==> src/rtl/alu_pkg.sv <==
// alu_pkg: shared ALU control codes, slice operation codes and serial FSM states
package alu_pkg;
  localparam logic [3:0] ALU_AND = 4'b0000;
  localparam logic [3:0] ALU_OR  = 4'b0001;
  localparam logic [3:0] ALU_ADD = 4'b0010;
  localparam logic [3:0] ALU_SUB = 4'b0110;
  localparam logic [3:0] ALU_SLT = 4'b0111;
  localparam logic [3:0] ALU_NOR = 4'b1100;
  localparam logic [1:0] OP_AND = 2'b00;
  localparam logic [1:0] OP_OR  = 2'b01;
  localparam logic [1:0] OP_ADD = 2'b10;
  localparam logic [1:0] OP_SLT = 2'b11;
  typedef enum logic [1:0] {IDLE, RUN, DONE} state_t;
endpackage

==> src/rtl/bit_alu.sv <==
// bit_alu: 1-bit MIPS ALU slice with optional operand inversion and less passthrough
module bit_alu
  import alu_pkg::*;
(
  input  logic       a,
  input  logic       b,
  input  logic       carry_in,
  input  logic       less,
  input  logic       a_invert,
  input  logic       b_invert,
  input  logic [1:0] operation,
  output logic       result,
  output logic       carry_out
);
  logic aa, bb, sum;
  // invert operands, form full-adder sum/carry, then select by operation
  always_comb begin
    aa = a ^ a_invert;
    bb = b ^ b_invert;
    sum = aa ^ bb ^ carry_in;
    carry_out = (aa & bb) | (aa & carry_in) | (bb & carry_in);
    result = operation == OP_AND ? aa & bb :
             operation == OP_OR  ? aa | bb :
             operation == OP_ADD ? sum : less;
  end
endmodule

==> src/rtl/serial_alu.sv <==
// serial_alu: bit-serial MIPS ALU running one bit_alu slice over WIDTH cycles
module serial_alu
  import alu_pkg::*;
#(
  parameter int WIDTH = 32
) (
  input  logic             clk,
  input  logic             rst_n,
  input  logic             start,
  input  logic [WIDTH-1:0] a,
  input  logic [WIDTH-1:0] b,
  input  logic [3:0]       alu_ctrl,
  output logic             busy,
  output logic             done,
  output logic [WIDTH-1:0] result,
  output logic             zero,
  output logic             overflow,
  output logic             carry_out
);
  localparam int IW = $clog2(WIDTH);
  state_t state_q, state_d;
  logic [WIDTH-1:0] a_q, a_d, b_q, b_d, sh_q, sh_d, result_q, result_d, sh_next, fin;
  logic [3:0] ctrl_q, ctrl_d;
  logic [IW-1:0] idx_q, idx_d;
  logic carry_q, carry_d, zero_q, zero_d, ovf_q, ovf_d, cout_q, cout_d;
  logic s_res, s_cout, ovf_bit;
  logic [1:0] s_op;

  assign s_op = ctrl_q[1:0] == OP_SLT ? OP_ADD : ctrl_q[1:0];

  bit_alu u_slice (
    .a(a_q[0]), .b(b_q[0]), .carry_in(carry_q), .less(1'b0),
    .a_invert(ctrl_q[3]), .b_invert(ctrl_q[2]), .operation(s_op),
    .result(s_res), .carry_out(s_cout)
  );

  // next-state: latch operands on start, shift one bit per RUN cycle, finalize flags on the last bit
  always_comb begin
    state_d = state_q;
    a_d = a_q;
    b_d = b_q;
    sh_d = sh_q;
    ctrl_d = ctrl_q;
    idx_d = idx_q;
    carry_d = carry_q;
    result_d = result_q;
    zero_d = zero_q;
    ovf_d = ovf_q;
    cout_d = cout_q;
    sh_next = (sh_q >> 1) | (WIDTH'(s_res) << (WIDTH - 1));
    ovf_bit = carry_q ^ s_cout;
    fin = ctrl_q[1:0] == OP_SLT ? WIDTH'(s_res ^ ovf_bit) : sh_next;
    if (start && state_q != RUN) begin
      a_d = a;
      b_d = b;
      ctrl_d = alu_ctrl;
      idx_d = '0;
      carry_d = alu_ctrl[2];
      state_d = RUN;
    end else if (state_q == DONE) begin
      state_d = IDLE;
    end else if (state_q == RUN) begin
      a_d = a_q >> 1;
      b_d = b_q >> 1;
      sh_d = sh_next;
      carry_d = s_cout;
      idx_d = idx_q + 1'b1;
      if (idx_q == IW'(WIDTH - 1)) begin
        state_d = DONE;
        result_d = fin;
        zero_d = fin == '0;
        ovf_d = ctrl_q[1] & ovf_bit;
        cout_d = ctrl_q[1] & s_cout;
      end
    end
  end

  // state and datapath registers, cleared asynchronously
  always_ff @(posedge clk or negedge rst_n) begin
    if (!rst_n) begin
      state_q <= IDLE;
      a_q <= '0;
      b_q <= '0;
      sh_q <= '0;
      ctrl_q <= '0;
      idx_q <= '0;
      carry_q <= 1'b0;
      result_q <= '0;
      zero_q <= 1'b0;
      ovf_q <= 1'b0;
      cout_q <= 1'b0;
    end else begin
      state_q <= state_d;
      a_q <= a_d;
      b_q <= b_d;
      sh_q <= sh_d;
      ctrl_q <= ctrl_d;
      idx_q <= idx_d;
      carry_q <= carry_d;
      result_q <= result_d;
      zero_q <= zero_d;
      ovf_q <= ovf_d;
      cout_q <= cout_d;
    end
  end

  assign busy = state_q == RUN;
  assign done = state_q == DONE;
  assign result = result_q;
  assign zero = zero_q;
  assign overflow = ovf_q;
  assign carry_out = cout_q;
endmodule

==> config.mk <==
export PLATFORM = sky130hd
export DESIGN_NAME = serial_alu
export DESIGN_NICKNAME = d
export VERILOG_FILES = /design/src/rtl/alu_pkg.sv /design/src/rtl/bit_alu.sv /design/src/rtl/serial_alu.sv
export SDC_FILE = /design/constraint.sdc
export NUM_CORES = 1
export LEC_CHECK = 0
export ABC_AREA = 1
export BUFFER_PORTS_ARGS = -buffer_cell sky130_fd_sc_hd__buf_2
export CORE_ASPECT_RATIO = 1.75
export CORE_MARGIN = 1.5
export CORE_UTILIZATION = 30
export CTS_CLUSTER_SIZE = 20
export DETAILED_ROUTE_END_ITERATION = 8
export PLACE_DENSITY = 0.49
export SYNTH_ARGS = -nofsm -noshare
export SYNTH_HDL_FRONTEND = slang
export SYNTH_SLANG_ARGS = --single-unit
==> constraint.sdc <==
create_clock -name clk -period 3.3 [get_ports clk]
set_input_delay 0.33 -clock clk [delete_from_list [all_inputs] [get_ports clk]]
set_output_delay 0.33 -clock clk [all_outputs]
set_load 0.005 [all_outputs]
==> out/metrics.yaml <==
drt:
  avgRoutedWirePerCell_um: 13.4
  top_layer: "met4"
  viasPerCell: 4.64
  dr_wl_met3_um: 756
  drt_iter0_drc: 199
  first_pass_iters: 4
  drc: 0
  wl_mm: 15.0
  vias: 5165
  met1_length_mm: 6.42
  ant_nets: 0
  dr_wl_met2_mm: 7.59
sta:
  hold_viol: 0
  min_period_ns: 2.19
  fmaxAchievable_mhz: 457
  slew_violations: 0
  setup_ws_ns: 1.11
  finClkSkew_ns: 0.00483
  worst_pin_slew_ns: 0.777
  finalSetupViolCount: 0
  maxSlewHeadroom_pct: 48.2
  setup_tns_ns: 0
  rsz0062_at_grt: "false"
  fin_crit_sh_pct: 66.4
place:
  post-place-ws_ns: 1.09
  place_hpwl_mm: 9.64
  globalplace.congestion: 0.745
  place_area_um2: 7080
  port_buffers: 107
yosys:
  synth_top_cell_by_area: "dfrtp_1"
  synth_ff_type: "dfrtp_1"
  syn_avg_cell_area_um2: 8.31
  synthTopCellsByCount: "o21ai_0, nand2_1, dfrtp_1, inv_1, clkbuf_1"
  yosysMostFrequentCell: "o21ai_0"
  syn-cell-area_um2: 6330
  seq_area_frac_synth_pct: 56.2
  synth.ff_latch_count: 142
  syn_inst: 761
  synth_area_leaders: "dfrtp_1, o21ai_0, nand2_1"
  synth.distinct_cells: 22
  synth-warning-count: 0
  netlist.area_leader.share_pct: 56.2
  async_flop_share_pct: 100
  synth_edf_count: 0
  synth_nets: 837
cts:
  cts_tree: "yes"
  hold_buffers: 1
  clkSinkCount: 142
  clock_latency_ns: 0.42
  h-tree-depth: 4
  post_cts_buffers: 0
  root_buffer: "clkbuf_16"
  numCtsBuffers: 17
  postCtsResizedCells: 0
  clk_path_buf_depth: 2
  path_clk_slew_ns: 0.06
critical_path:
  r2r_end: "b_q[2]$_DFFE_PN0P_"
  worstSetupPathType: "flop to flop"
  rr_worst_depth: 8
  cp_data_arrival_time_ns: 2.48
  crit_path_end_kind: "flop"
  start_kind: "flop"
  r2r_slack_ns: 1.11
  reg2reg_from: "state_q[1]$_DFFE_PN0P_"
  critPathMaxFanout: 92
  crit_required_ns: 3.59
final_layout:
  drive_gt1_share_pct: 18.0
  areaGrowthSynthToFinish_pct: 20.3
  fillCellCount: 2181
  register_area_um2: 3550
  multi_input_area_um2: 2240
  fin_area_um2: 7610
  diodes: 0
  nets: 928
  final_core_util_pct: 36.7
floorplanning:
  coreArea_um2: 20800
  initial_core_util_pct: 30.5
  rows: 70
  dieWidth_um: 113
  die_area_um2: 22000
  top_level_ports: 108
  die_h_um: 195
outcome:
  status: "complete, no violations"
worst_hold_path:
  worstHoldEndpoint: "ctrl_q[0]$_DFFE_PN0P_"
  hp-start: "alu_ctrl[0]"
  hold_depth: 3
  hold_class: "input port to flop"
grt:
  grt_pass1_vias: 5198
  grt_pass1_wl_mm: 25.4
  grt_usage_pct: 14.5
  antenna_found_initial: 0
  grt.overflow.total: 0
  grt_max_degree: 93
power:
  peakVddDrop_uv: 434
  leakage_nw: 3.88
  power.density_nw_per_um2: 1020
  finalPower_mw: 7.77
flow_run:
  maxCapViolCount: 0
-- how the worst max path moves through the flow --
stage	from	end
after CTS	idx_q[0]$_DFFE_PN0P_	result[12]$_DFFE_PN0P_
after floorplan	a_q[0]$_DFFE_PN0P_	result[0]$_DFFE_PN0P_
after global routing	state_q[1]$_DFFE_PN0P_	b_q[20]$_DFFE_PN0P_
after global placement	idx_q[0]$_DFFE_PN0P_	result[6]$_DFFE_PN0P_
after detailed placement	idx_q[0]$_DFFE_PN0P_	result[5]$_DFFE_PN0P_
final	state_q[1]$_DFFE_PN0P_	b_q[2]$_DFFE_PN0P_
-- routing by layer --
layer	up-vias	track usage, %
li1	2635	-
met1	2409	17.3
met2	108	24.4
met3	13	4.31
met4	0	5.91
met5	-	0
-- placed cells by master (no fill, tap or decap), drive strengths merged --
cell type,n
nand2,198
a22o,2
nand4,3
buf,117
dfrtp,142
o21ai,243
dlygate4sd3,1
clkbuf,23
or2,1
nor2,13
nand3,10
o31ai,1
o21a,1
inv,89
clkinv,3
ha,5
a31oi,1
a211oi,1
clkinvlp,3
a21oi,5
-- report_power, final --
part	total [mW]	switching (mW)	internal (mW)
combinational	3.11	2.00	1.11
clock	1.73	0.712	1.02
sequential	2.92	0.378	2.54
-- worst max-delay path, cell delays in order, from the launching register on --
cell,delay [ns]
dfrtp_1,0.39
inv_1,0.06
ha_1,0.18
inv_2,0.08
nand2_4,0.25
buf_4,0.61
o21ai_0,0.18
o21ai_1,0.14
o21ai_0,0.11
-- layout make-up --
class                      instances  area share (%)
clock inverter                     6           0.493
inverter                          89            4.39
tap                              252            4.14
timing repair buffer             118            8.40
sequential                       142            46.7
multi-input combinational        484            29.5
clock buffer                      23            6.41
-- registers in the layout, summed over array words and instances (netlist names) --
signal     count
overflow       1
b_q           32
state_q        2
idx_q          5
a_q           32
result        32
sh_q          31
zero           1
carry_out      1
ctrl_q         4
carry_q        1
-- logic make-up (layout without fill, tap and decap cells) --
| kind of cell | Yosys count | count (layout) | share of synthesized area, % |
|---|---|---|---|
| compound gates | 254 | 254 | 20.4 |
| fa+ha+maj | 5 | 5 | 0.989 |
| buf+inv | 135 | 236 | 8.50 |
| flops | 142 | 142 | 56.2 |
| simple gates | 225 | 225 | 13.9 |
-- stage by stage --
step,hold WS [ns],std cells
after floorplan,0.0344,761
after global placement,0.454,1084
after detailed placement,0.446,1084
after CTS,0.102,1114
after global routing,0.101,1114
final,0.119,1114
(Power assumes the default switching activity.)
